==> config.mk <==
export PLATFORM = sky130hd
export DESIGN_NAME = imm_gen_pipe
export DESIGN_NICKNAME = d
export VERILOG_FILES = /design/src/rtl/imm_gen_pipe.sv
export SDC_FILE = /design/constraint.sdc
export NUM_CORES = 1
export LEC_CHECK = 0
export ABC_CLOCK_PERIOD_IN_PS = 3290
export CAP_MARGIN = 20
export CORE_MARGIN = 1
export CORE_UTILIZATION = 52
export CTS_CLUSTER_SIZE = 20
export DETAILED_ROUTE_END_ITERATION = 7
export PLACE_DENSITY = 0.81
export SYNTH_ARGS = -nofsm -noshare
export SYNTH_HDL_FRONTEND = slang
export SYNTH_SLANG_ARGS = --single-unit
export TNS_END_PERCENT = 20
==> constraint.sdc <==
create_clock -name clk -period 3.29 [get_ports clk]
set_input_delay 0.4935 -clock clk [delete_from_list [all_inputs] [get_ports clk]]
set_output_delay 0.4935 -clock clk [all_outputs]
set_load 0.01 [all_outputs]
==> src/rtl/imm_gen_pipe.sv <==
// Pipelined immediate generator: decodes the immediate type from the opcode or an
// explicit select, and returns the sign-extended immediate through a 2-entry output buffer.
module imm_gen_pipe #(
  parameter int unsigned     XLEN          = 32,
  parameter bit              AUTO_DECODE   = 1'b1,
  parameter logic [XLEN-1:0] ILLEGAL_VALUE = 'hDEADBEEF,
  parameter int unsigned     CNT_W         = 8
) (
  input  logic             clk,
  input  logic             rst,
  input  logic             flush,
  input  logic             in_valid,
  output logic             in_ready,
  input  logic [31:0]      instr,
  input  logic [2:0]       sel,
  output logic             out_valid,
  input  logic             out_ready,
  output logic [XLEN-1:0]  imm,
  output logic [2:0]       imm_type,
  output logic             illegal,
  output logic [CNT_W-1:0] illegal_count
);

  typedef enum logic [2:0] {
    T_I    = 3'b000,
    T_S    = 3'b001,
    T_B    = 3'b010,
    T_U    = 3'b011,
    T_J    = 3'b100,
    T_NONE = 3'b101,
    T_ILL  = 3'b111
  } imm_kind_t;

  imm_kind_t          kind;
  logic signed [31:0] imm32;
  logic [XLEN-1:0]    new_imm;

  always_comb begin
    kind = T_ILL;
    if (AUTO_DECODE) begin
      case (instr[6:0])
        7'b0010011, 7'b0000011, 7'b1100111, 7'b1110011: kind = T_I;
        7'b0100011:                                     kind = T_S;
        7'b1100011:                                     kind = T_B;
        7'b0110111, 7'b0010111:                         kind = T_U;
        7'b1101111:                                     kind = T_J;
        7'b0110011:                                     kind = T_NONE;
        default:                                        kind = T_ILL;
      endcase
    end else begin
      case (sel)
        3'b000:  kind = T_I;
        3'b001:  kind = T_S;
        3'b010:  kind = T_B;
        3'b011:  kind = T_U;
        3'b100:  kind = T_J;
        3'b101:  kind = T_NONE;
        default: kind = T_ILL;
      endcase
    end
  end

  // Every format takes its sign from instr[31]; build a signed 32-bit value and widen it.
  always_comb begin
    imm32 = '0;
    case (kind)
      T_I:     imm32 = {{20{instr[31]}}, instr[31:20]};
      T_S:     imm32 = {{20{instr[31]}}, instr[31:25], instr[11:7]};
      T_B:     imm32 = {{19{instr[31]}}, instr[31], instr[7], instr[30:25], instr[11:8], 1'b0};
      T_U:     imm32 = {instr[31:12], 12'b0};
      T_J:     imm32 = {{11{instr[31]}}, instr[31], instr[19:12], instr[20], instr[30:21], 1'b0};
      default: imm32 = '0;
    endcase
  end

  always_comb begin
    new_imm = XLEN'(imm32);
    if (kind == T_ILL) new_imm = ILLEGAL_VALUE;
  end

  logic            sk_valid;
  logic [XLEN-1:0] sk_imm;
  logic [2:0]      sk_type;
  logic            sk_ill;
  logic            accept;
  logic            drain;

  // The skid is the only thing that can block input, so its emptiness is the ready flop.
  assign in_ready = ~sk_valid;
  assign accept   = in_valid & in_ready & ~flush;
  assign drain    = out_valid & out_ready;

  always_ff @(posedge clk or posedge rst) begin
    if (rst) begin
      out_valid     <= 1'b0;
      imm           <= '0;
      imm_type      <= 3'b000;
      illegal       <= 1'b0;
      sk_valid      <= 1'b0;
      sk_imm        <= '0;
      sk_type       <= 3'b000;
      sk_ill        <= 1'b0;
      illegal_count <= '0;
    end else if (flush) begin
      out_valid <= 1'b0;
      sk_valid  <= 1'b0;
    end else begin
      if (drain) begin
        if (sk_valid) begin
          imm       <= sk_imm;
          imm_type  <= sk_type;
          illegal   <= sk_ill;
          out_valid <= 1'b1;
          sk_valid  <= 1'b0;
        end else if (accept) begin
          imm       <= new_imm;
          imm_type  <= kind;
          illegal   <= (kind == T_ILL);
          out_valid <= 1'b1;
        end else begin
          out_valid <= 1'b0;
        end
      end else if (accept) begin
        if (!out_valid) begin
          imm       <= new_imm;
          imm_type  <= kind;
          illegal   <= (kind == T_ILL);
          out_valid <= 1'b1;
        end else begin
          sk_imm   <= new_imm;
          sk_type  <= kind;
          sk_ill   <= (kind == T_ILL);
          sk_valid <= 1'b1;
        end
      end
      if (accept && kind == T_ILL && illegal_count != '1)
        illegal_count <= illegal_count + 1'b1;
    end
  end

endmodule

Word-level counts from Yosys, hierarchy flattened
Index checks and enable logic that the tools add are counted.
{"block": "word_totals", "out_inout_bits": 46, "regBits": 82}
{"block": "classes", "bitwise": 6, "addsub": 1, "n_reduce_logical": 13, "eq_ne": 17, "n_mux": 27}
{"op": "2-to-1 mux 32 bit", "n": 6}
{"op": "case mux 32 bit (5 select lines)", "n": 1}
{"op": "equality test 7 bit, second input constant", "n": 4}
{"op": "equality test 7 x 6 -> 1 bit, second input constant", "n": 3}
{"op": "case mux 3 bit (6 select lines)", "n": 1}
{"op": "2-to-1 mux 3 bit", "n": 5}
{"op": "equality test 7 x 5 -> 1 bit, second input constant", "n": 2}
{"op": "2-to-1 mux 1 bit", "n": 14}
{"op": "adder 8 x 1 -> 8 bit, second input constant", "n": 1}
{"op": "!= test 8 bit, second input constant", "n": 1}
{"op": "AND reduction 4 bit", "n": 2}
{"op": "equality test 7 x 2 -> 1 bit, second input constant", "n": 1}
{"op": "equality test 3 x 2 -> 1 bit, second input constant", "n": 2}
{"op": "equality test 3 bit, second input constant", "n": 2}
{"op": "nonzero test 3 bit", "n": 2}
{"op": "AND reduction 2 bit", "n": 2}
{"op": "nonzero test 2 bit", "n": 2}
{"op": "OR reduction 4 bit", "n": 1}
{"op": "bitwise AND 1 bit", "n": 3}
{"op": "equality test 3 x 1 -> 1 bit, second input constant", "n": 1}
{"op": "zero test 3 bit", "n": 1}
{"op": "inverter 1 bit", "n": 3}
{"op": "logical AND 1 bit", "n": 2}
{"op": "!= test 2 x 1 -> 1 bit, second input constant", "n": 1}
{"op": "OR reduction 2 bit", "n": 1}

Depth between registers and ports, before layout
Gate-level depths: netlist (run 1).
{"block": "logic_depth", "ltp_word": 9, "mapped_depth": 7, "depth_no_buf": 5}

Worst setup path before layout (run 1)
No wires, ideal clock.
{"block": "synth_path", "path_kind": "input-to-reg", "from": "in instr[6]", "to": "reg imm[21]", "setup_time_ps": 148, "path_stages": 5, "t_arrival_ps": 1793, "slack_ps": 1349, "required_ps": 3142, "path_buffers": 1, "cell_sequence": "buf_6 > nand2b_4 > a311o_2 > a2111oi_4 > a211oi_1"}
{"block": "synth_via", "elab_chain_len": 9, "elab_cells_between_ends": 26}
{"item": "start: declaration", "line_no": "14", "rtl": "input logic [31:0] instr,"}
{"item": "equality test 7 x 5 -> 1 bit (tied with other cells)", "line_no": "41", "rtl": "case (instr[6:0])"}
{"item": "OR reduction 4 bit or OR reduction 2 bit (tied branches)", "line_no": "41"}
{"item": "case mux 3 bit (6 select lines) (*)", "line_no": "41"}
{"item": "equality test 3 bit (tied with other cells)", "line_no": "66", "rtl": "case (kind)"}
{"item": "case mux 32 bit (5 select lines)", "line_no": "66"}
{"item": "2-to-1 mux 32 bit (*)", "line_no": "78", "rtl": "if (kind == T_ILL) new_imm = ILLEGAL_VALUE;"}
{"item": "2-to-1 mux 32 bit (on tied branches)", "line_no": "124, 115"}
{"item": "2-to-1 mux 32 bit (on tied branches)", "line_no": "123, 109"}
{"item": "2-to-1 mux 32 bit (*)", "line_no": "108", "rtl": "if (drain) begin"}
{"item": "end signal: assignment", "line_no": "110", "rtl": "imm <= sk_imm;"}
{"item": "end signal: assignment", "line_no": "116", "rtl": "imm <= new_imm;"}
{"item": "end signal: assignment", "line_no": "125", "rtl": "imm <= new_imm;"}
{"item": "end: declaration", "line_no": "18", "rtl": "output logic [XLEN-1:0] imm,"}
Mark *: on every way between the ends. The rest lies on a longest branch, timed or not. The select of a mux whose other input is x is not followed.
A chain may end at the register's enable or synchronous reset.

Final worst setup path (run 1)
{"block": "layout_path", "from": "in instr[6]", "to": "reg imm[18]"}
Same word-level chain as after synthesis.

==> results by group, run 1 <==
Run status
  • Outcome: complete, no violations

Synth
  • Post-synth top area cell: dfrtp_1
  • Synthesized instance count: 453
  • EDFF count, synth: 0
  • Post-synth ARST share: 1.00
  • Synth top area share: 0.479
  • Yosys cell types: 57
  • Most frequent cell after synthesis: dfrtp_1
  • Flop and latch count out of synthesis: approximately 80
  • Top post-synthesis cells by count: 82 x dfrtp_1, 64 x nor2_1, 37 x nand2_1
  • Ys flop type: dfrtp_1
  • Syn avg cell area: 9.46 um2
  • Net Count, Synth: 494
  • Seq/Total Area, Yosys: 0.479
  • Mapped cell area: 4290 um2
  • Synth warnings: 0
  • Synth top area cells: dfrtp_1 48%, nor2_1 5.6%, a21oi_1 3.6%, nand2_1 3.2%, nor3_1 3.2%

Setup path
  • CP required: 3.47 ns
  • Worst reg2reg setup slack: approximately 1.1 ns
  • Critical-path top delay cell: nor3_4
  • R2R cell count: 4
  • Worst EP arrival: 2.95 ns
  • Critical path's largest stage delay: 0.84 ns
  • CP Launch Type: input port
  • CP top delay family: simple AND/OR/NAND/NOR gates
  • R2r startpoint: sk_valid
  • Critical path class: input port to flop
  • CP Max Fanout: 17
  • Setup crit end kind: flop
  • CP Depth: 6
  • Buffers and inverters on the worst path: 2
  • Crit-path cells: clkdlybuf4s50_1 -> buf_4 -> nor3b_4 -> a211oi_4 -> nor3_4 -> a311oi_1
  • R2R Path End: sk_imm[28]

Clocking
  • CTS tree: built
  • Hold_buf cts: 0
  • CTS Buffer Depth: 2
  • CTS root buf: clkbuf_8
  • CTS sink count: between 80 and 90
  • Worst-path clk slew: 0.09 ns
  • H-tree Lvls: 3
  • Buffer count from post-CTS setup fixing: 0
  • Clk_lat worst skew: 0.36 ns
  • Cts repair resizes: 0
  • TritonCTS Buffers: 9

Worst hold path
  • Hold Path End: illegal
  • Worst Hold Depth: 2
  • Worst hold-check path type: flop to flop
  • Hold path start: illegal

Power
  • Switching share of power: 0.320
  • Internal Pwr Total: 0.00182 W
  • Logic pwr share: 0.246
  • Total chip power: approximately 0.0027 W
  • PD cells: 500 nW/um2
  • VDD IR-drop max: 0.386 mV
  • P_leak: 2.06 nW
  • NetSw: 0.000857 W
  • Clock network power share: 0.253
  • Sequential share of power: 0.501

Routing
  • Drt first pass iters: 5
  • Vias/cell: 6.15
  • Routed length per instance: around 18 um
  • DR vias: 3891
  • DR DRC count: 0
  • DRT iter0 DRCs: 279
  • Total wire length: approximately 11 mm
  • Post-route ant nets: 0

STA
  • Post-route minimum period: around 2.8 ns
  • Slew at the pin closest to its max-slew limit: 0.960 ns
  • Tcrit/Tclk final: 0.839
  • Skew final: 0.0112 ns
  • Final Setup Violations: 0
  • Final Hold Violating Endpoints: 0
  • Slew HR: 0.358
  • Slew Limit Fails: 0
  • RSZ-0062 raised after global routing: no
  • Final TNS setup: 0 ns
  • F_max: 362 MHz

Placement
  • Detailed Place HPWL: between 8 and 9 mm
  • I/O Buffers: 82
  • Placed standard-cell area: a little over 5000 um2
  • Final Wtd Congestion: 0.856

Finish
  • FILL cells: 639
  • Layout Area Growth over Synthesis: 24.8%
  • Final instance area: 5350 um2
  • Multi-input gate area: 2000 um2
  • Fraction of layout instances using a drive strength above 1: 0.113
  • Register Area: 2050 um2
  • # diodes: 0
  • Layout Nets: 567

Floorplan
  • Ports: 86
  • Die Height: 92.8 um
  • Initial core utilization: 0.546
  • Row count: 32
  • Core ar.: around 7800 um2
  • DIE WIDTH: 92.8 um
  • DIE AREA: about 8600 um2

GRT
  • Tot GR Track Use: 0.283
  • Initial antenna violation count: 0
  • Largest net degree at the start of global routing: 83
  • Vias in the first global route: 3794
  • GRT overflow: 0
  • First-pass GRT wire length: between 15 and 20 mm

Job
  • Maxcap violations: 0
==> area by class of cell <==
type                            instances  share of cell area
Clock buffer                            9              0.0232
Clock inverter                          7              0.0101
Inverter                               10             0.00725
Multi-Input combinational cell        325               0.374
Sequential cell                        82               0.384
Tap cell                              102              0.0239
Timing Repair Buffer                   98               0.178
==> power groups by stage <==
stage	registers (W)	clock network (W)	logic, W
floorplan	0.00137	0	0.000318
global placement	0.00135	0	0.000638
detailed placement	0.00136	0	0.000661
CTS	0.00134	0.000690	0.000664
global route	0.00137	0.000736	0.000723
finish	0.00134	0.000678	0.000658
==> cells in the final DEF (no fill, tap or decap), drive strengths merged, types with 19 or more instances in the layout <==
cell / count
a211oi: 25
nand3: 20
a21oi: 32
o21ai: 21
dfrtp: 82
nor3: 29
nor2: 64
a31oi: 19
nand2: 37
clkdlybuf4s50: 82
==> how the worst max path moves through the flow <==
stage	startpoint	to	slack [ns]
floorplan	rst	illegal	0.69
global placement	instr[6]	imm[13]	0.25
detailed placement	instr[6]	imm[18]	0.19
CTS	instr[6]	imm[18]	0.58
global route	instr[6]	imm[12]	0.42
finish	instr[6]	imm[18]	0.53
==> kinds of logic after synthesis <==
logic type,count (synthesis),share of synthesized area
simple gates,183,0.211
compound gates,132,0.234
flops,82,0.479
buf+inv,46,0.0546
xor+xnor,7,0.0143
mux,2,0.00496
fa+ha+maj,1,0.00292
==> per-layer routing <==
metal	routed length, um	track usage
met3	861	0.0394
met5	0	0
met4	224	0.110
met2	5570	0.459
met1	4740	0.383
==> state kept, by name, indices dropped and copies added, names as in the netlist <==
register       flops
sk_valid           1
imm               32
illegal_count      8
sk_ill             1
out_valid          1
imm_type           3
sk_imm            32
sk_type            3
illegal            1
==> worst register-to-register path: stages (launching register included) <==
cell	delay (ns)
dfrtp_1	0.48
nor3b_1	0.42
nand3_1	0.34
a2111oi_4	0.69
a21oi_1	0.15
==> stage by stage <==
| step | cells | utilization | hold WS [ns] | setup WS (ns) |
|---|---|---|---|---|
| after floorplan | 453 | - | 0.450 | 0.688 |
| after global placement | 617 | 0.659 | 0.463 | 0.255 |
| after detailed placement | 617 | 0.659 | 0.475 | 0.191 |
| after CTS | 633 | 0.682 | 0.496 | 0.578 |
| after global routing | 633 | 0.682 | 0.514 | 0.420 |
| final | 633 | 0.682 | 0.491 | 0.529 |
No activity file was read; power rests on OpenSTA's default activity.
==> run 2: changes to the inputs <==
--- a/config.mk
+++ b/config.mk
@@ -5,7 +5,7 @@
 export SDC_FILE = /design/constraint.sdc
 export NUM_CORES = 1
 export LEC_CHECK = 0
-export ABC_CLOCK_PERIOD_IN_PS = 3290
+export ABC_CLOCK_PERIOD_IN_PS = 2620
 export CAP_MARGIN = 20
 export CORE_MARGIN = 1
 export CORE_UTILIZATION = 52
==> constraint.sdc (replaced) <==
create_clock -name clk -period 2.62 [get_ports clk]
set_input_delay 0.393 -clock clk [delete_from_list [all_inputs] [get_ports clk]]
set_output_delay 0.393 -clock clk [all_outputs]
set_load 0.01 [all_outputs]
==> run 2 against run 1 <==
Against the previous run: clock skew fell by 0.00079 ns; worst hold slack got worse by 0.060 ns; worst setup slack got worse by 0.062 ns; clock-buffer cell count did not move; critical endpoint is now imm[16]; largest cell class unchanged.
==> results by group, run 2 (synthesis results as in run 1) <==
Run status
  • Outcome: complete, no violations

Clocking
  • TritonCTS Buffers: 9
  • Cts repair resizes: 0
  • H-tree Lvls: 3
  • CTS Buffer Depth: 2
  • CTS sink count: 82
  • Buffer count from post-CTS setup fixing: 0
  • Worst-path clk slew: roughly 0.1 ns
  • Hold_buf cts: 0
  • CTS root buf: clkbuf_8
  • Clk_lat worst skew: between 0.3 and 0.4 ns
  • CTS tree: built

Floorplan
  • Row count: 32
  • Ports: 86
  • Die Height: 92.8 um
  • Initial core utilization: 0.546
  • DIE WIDTH: 92.8 um
  • DIE AREA: 8610 um2
  • Core ar.: 7850 um2

Setup path
  • R2R cell count: 6
  • R2r startpoint: sk_valid
  • Setup crit end kind: flop
  • Worst EP arrival: 2.41 ns
  • CP Max Fanout: 14
  • Critical path class: input port to flop
  • R2R Path End: sk_imm[15]
  • Worst reg2reg setup slack: 0.59 ns
  • CP Launch Type: input port
  • CP required: 2.88 ns

STA
  • F_max: 465 MHz
  • Slew Limit Fails: 0
  • Slew HR: 0.587
  • Tcrit/Tclk final: 0.821
  • Post-route minimum period: 2.15 ns
  • Slew at the pin closest to its max-slew limit: 0.619 ns
  • Final TNS setup: 0 ns
  • Skew final: 0.0104 ns
  • Final Setup Violations: 0
  • Final Hold Violating Endpoints: 0
  • RSZ-0062 raised after global routing: no

Routing
  • Post-route ant nets: 0
  • Routed length per instance: 17.8 um
  • Drt first pass iters: 5
  • Vias/cell: 6.05
  • DR DRC count: 0
  • DR vias: between 3k and 4k
  • DRT iter0 DRCs: ~300
  • Total wire length: 11.6 mm

Placement
  • I/O Buffers: just over 80
  • Final Wtd Congestion: 0.899
  • Detailed Place HPWL: 8.28 mm

GRT
  • Tot GR Track Use: 0.287
  • Largest net degree at the start of global routing: 50
  • Vias in the first global route: 3922
  • First-pass GRT wire length: 19.3 mm
  • GRT overflow: 0
  • Initial antenna violation count: 0

Power
  • PD cells: 616 nW/um2
  • Total chip power: 0.00341 W
  • P_leak: about 2.2 nW
  • VDD IR-drop max: 0.456 mV

Finish
  • Layout Area Growth over Synthesis: 29.0%
  • Most frequent cells in the layout: 82 x dfrtp_1, 82 x clkdlybuf4s50_1, 64 x nor2_1
  • Biggest regs: imm x32, sk_imm x32, illegal_count x8
  • Layout Nets: 587
  • # diodes: 0
  • Fraction of layout instances using a drive strength above 1: 0.145
  • Post-layout util: 0.705
  • FILL cells: 624

Worst hold path
  • Worst hold-check path type: input port to async pin

Job
  • Maxcap violations: 0
-- run 2: changes by cell type in the layout (fill, tap and decap cells not counted), sizes merged --
cell and change:
buf +20, clkinv -2, clkinvlp +1, inv +1
-- run 2: how the worst max path moves through the flow --
| stage | cells after the start | slack, ns | start | endpoint |
|---|---|---|---|---|
| finish | 6 | 0.47 | instr[6] | imm[16] |
| global route | 6 | 0.32 | instr[6] | imm[16] |
| CTS | 6 | 0.48 | instr[6] | imm[16] |
| detailed placement | 6 | 0.10 | instr[6] | imm[16] |
| global placement | 7 | 0.20 | instr[6] | imm[31] |
| floorplan | 1 | 0.12 | rst | illegal |
-- run 2: layout make-up --
class | count | area, um2 | area share
tap | 102 | 128 | 0.0231
clock buffer | 9 | 124 | 0.0224
timing repair buffer | 118 | 1130 | 0.204
sequential | 82 | 2050 | 0.371
multi-input combinational | 325 | 2000 | 0.362
inverter | 10 | 38.8 | 0.00701
clock inverter | 7 | 60.1 | 0.0109
-- run 2: worst max-delay path, cell delays in order --
cell,delay [ns]
clkdlybuf4s50_1,0.55
buf_4,0.24
nand2b_1,0.11
a221oi_2,0.30
nand3_1,0.42
a311oi_1,0.40
-- run 2: metal layers --
metal	share of wire	GRT usage	up-vias	routed length, um
met5	0	0	-	0
met2	0.50	0.483	175	5770
met3	0.065	0.0468	16	753
li1	-	-	1845	-
met1	0.42	0.387	1912	4930
met4	0.013	0.0744	0	152
-- run 2: report_power, final --
| part | internal, W | switching [W] | total [W] |
|---|---|---|---|
| registers | 0.00151 | 0.000181 | 0.00169 |
| logic | 0.000440 | 0.000406 | 0.000847 |
| clock network | 0.000359 | 0.000512 | 0.000871 |
-- run 2: per-stage QoR --
| step | hold WS [ns] | setup WS (ns) | cell area (um2) | std cells |
|---|---|---|---|---|
| CTS | 0.443 | 0.482 | 5530 | 653 |
| global placement | 0.463 | 0.195 | 5350 | 637 |
| finish | 0.431 | 0.468 | 5530 | 653 |
| global route | 0.465 | 0.324 | 5530 | 653 |
| floorplan | 0.450 | 0.119 | 4290 | 453 |
| detailed placement | 0.471 | 0.101 | 5350 | 637 |
==> run 3: changes to the inputs <==
--- a/config.mk
+++ b/config.mk
@@ -5,7 +5,7 @@
 export SDC_FILE = /design/constraint.sdc
 export NUM_CORES = 1
 export LEC_CHECK = 0
-export ABC_CLOCK_PERIOD_IN_PS = 2620
+export ABC_CLOCK_PERIOD_IN_PS = 2000
 export CAP_MARGIN = 20
 export CORE_MARGIN = 1
 export CORE_UTILIZATION = 52
==> constraint.sdc (replaced) <==
create_clock -name clk -period 2 [get_ports clk]
set_input_delay 0.3 -clock clk [delete_from_list [all_inputs] [get_ports clk]]
set_output_delay 0.3 -clock clk [all_outputs]
set_load 0.01 [all_outputs]
==> run 3 against run 2 <==
Against the previous run: via count grew 5.0%; clock skew shrank 0.0012 ns; first-iteration DRC count decreased by 12%; sequential share of layout area is 2.6 points lower; sequential cell count is the same; final area is 7.5% higher; critical path type unchanged; critical endpoint is now imm[23]; highest routed layer unchanged.
==> results by group, run 3 (synthesis results as in run 1) <==
Clocking
  • Clk_lat worst skew: 0.35 ns
  • CTS sink count: 82
  • CTS tree: built
  • H-tree Lvls: 3
  • CTS Buffer Depth: 2
  • Hold_buf cts: 0
  • Worst-path clk slew: around 0.09 ns
  • TritonCTS Buffers: 9
  • CTS root buf: clkbuf_8

Setup path
  • CP required: 2.22 ns
  • Buffers and inverters on the worst path: 3
  • CP Launch Type: input port
  • CP Max Fanout: 10
  • Most frequent CP cell: buf_4
  • R2R Path End: imm[23]
  • Critical-path top delay cell: clkdlybuf4s50_1
  • Worst reg2reg setup slack: 0.19 ns
  • Critical path's largest stage delay: 0.39 ns
  • CP top delay family: compound AO/OA/AOI/OAI gates
  • Setup crit end kind: flop
  • R2R cell count: 6
  • Crit-path cells: clkdlybuf4s50_1 -> buf_4 -> and4b_4 -> a311o_2 -> a2111oi_4 -> buf_4 -> a211oi_2
  • Worst EP arrival: 2.18 ns
  • Critical path class: input port to flop
  • R2r startpoint: out_valid

GRT
  • Vias in the first global route: 4081
  • GRT met2 Usage: 0.492
  • Initial antenna violation count: 0
  • Largest net degree at the start of global routing: 34
  • M3 GR Usage: 0.0411
  • Tot GR Track Use: 0.305
  • GR peak layer: met2
  • First-pass GRT wire length: 20.3 mm
  • Met1 usage: 0.427
  • GRT overflow: 0

Finish
  • Final instance area: between 5000 and 6000 um2
  • Biggest regs: imm x32, sk_imm x32, illegal_count x8
  • Fraction of layout instances using a drive strength above 1: 0.215
  • Layout Nets: 626
  • Most common cell after layout, fill and taps aside: dfrtp_1
  • Most frequent cells in the layout: 82 x dfrtp_1, 78 x clkdlybuf4s50_1, 67 x buf_4
  • Layout Area Growth over Synthesis: 38.7%
  • FILL cells: 590
  • # diodes: 0

Placement
  • Detailed Place HPWL: 9.09 mm
  • I/O Buffers: 82
  • Final Wtd Congestion: slightly below 0.9
  • Placed standard-cell area: 5690 um2

Floorplan
  • DIE AREA: about 8600 um2
  • DIE WIDTH: 92.8 um
  • Core ar.: 7850 um2
  • Die Height: 92.8 um
  • Initial core utilization: 0.546
  • Row count: 32
  • Ports: 86

STA
  • Skew final: roughly 0.009 ns
  • RSZ-0062 raised after global routing: yes
  • Slew at the pin closest to its max-slew limit: 0.542 ns
  • Post-route minimum period: 1.95 ns
  • Slew HR: 0.638
  • F_max: around 510 MHz
  • Final Hold Violating Endpoints: 0
  • Final TNS setup: 0 ns
  • Final Setup Violations: 0
  • Slew Limit Fails: 0
  • Tcrit/Tclk final: 0.977

Routing
  • Routed length per instance: roughly 18 um
  • Drt first pass iters: 5
  • DRT iter0 DRCs: about 260
  • DR vias: 4144
  • Post-route ant nets: 0
  • Vias/cell: 5.99
  • DR DRC count: 0
  • Total wire length: 12.4 mm

Power
  • Internal Pwr Total: between 0.003 and 0.004 W
  • Clock network power share: 0.261
  • Switching share of power: 0.317
  • PD cells: 777 nW/um2
  • Sequential share of power: 0.478
  • VDD IR-drop max: 0.643 mV
  • Logic pwr share: 0.261
  • NetSw: 0.00146 W
  • P_leak: ~2.4 nW

Run status
  • Outcome: complete, no violations

Job
  • Maxcap violations: 0

Worst hold path
  • Worst hold-check path type: input port to async pin
==> run 3: cell types whose count changed in the layout (fill, tap and decap cells not counted), moves of 2 or more <==
cell             change
a211oi_1             -2
a211oi_2             +2
a311oi_1             -5
a311oi_2             +5
buf_12               +4
buf_4               +34
clkbuf_8             +2
clkdlybuf4s50_1      -4
dlymetal6s2s_1       +3
==> run 3: final cells by class <==
type	instances	area (um2)	share of cell area
Tap cell	102	128	0.0215
Inverter	10	45.0	0.00758
Clock inverter	5	45.0	0.00758
Timing Repair Buffer	157	1480	0.249
Clock buffer	11	151	0.0255
Sequential cell	82	2050	0.345
Multi-Input combinational cell	325	2040	0.344
==> run 3: how the worst max path moves through the flow <==
stage / startpoint / endpoint / cells after the start
2_1_floorplan: sk_valid / sk_imm[1] / 7
3_3_place_gp: instr[5] / imm[3] / 7
3_5_place_dp: instr[5] / imm[31] / 6
4_1_cts: instr[6] / imm[31] / 7
5_1_grt: instr[6] / imm[23] / 8
6_report: instr[6] / imm[23] / 7
==> run 3: worst register-to-register path, stage by stage, from the launching register on <==
cell and delay [ns]:
dfrtp_1 0.51, and2_1 0.25, o221ai_2 0.12, buf_4 0.19, buf_4 0.20, nor3_1 0.34, a211oi_2 0.08
==> run 3: timing repair <==
action / in CTS / in global routing
gates resized for setup: 2 / 11
pin swaps: 0 / 2
buffers inserted: 0 / 1
endpoints found under the setup margin: 11 / 18
==> run 3: per-layer routing <==
layer	share of wire	vias up
li1	-	1922
met1	0.43	2042
met2	0.50	164
met3	0.058	16
met4	0.012	0
met5	0	-
==> run 3: stage by stage <==
step / setup WS (ns) / util / hold slack [ns] / total power, W / std cells
final: 0.0452 / 0.757 / 0.332 / 0.00462 / 692
after global routing: -0.0251 / 0.757 / 0.362 / 0.00485 / 692
after CTS: 0.0304 / 0.750 / 0.330 / 0.00463 / 691
after detailed placement: -0.422 / 0.724 / 0.473 / 0.00343 / 675
after global placement: -0.385 / 0.724 / 0.463 / 0.00336 / 675
after floorplan: 0.250 / - / 0.429 / 0.00278 / 453
==> run 3: power by group through the flow <==
stage                     clock network, W  logic (W)  registers [W]
after global routing               0.00129    0.00132        0.00224
after floorplan                          0   0.000524        0.00225
after CTS                          0.00123    0.00120        0.00220
after detailed placement                 0    0.00119        0.00224
after global placement                   0    0.00115        0.00222
final                              0.00121    0.00120        0.00221
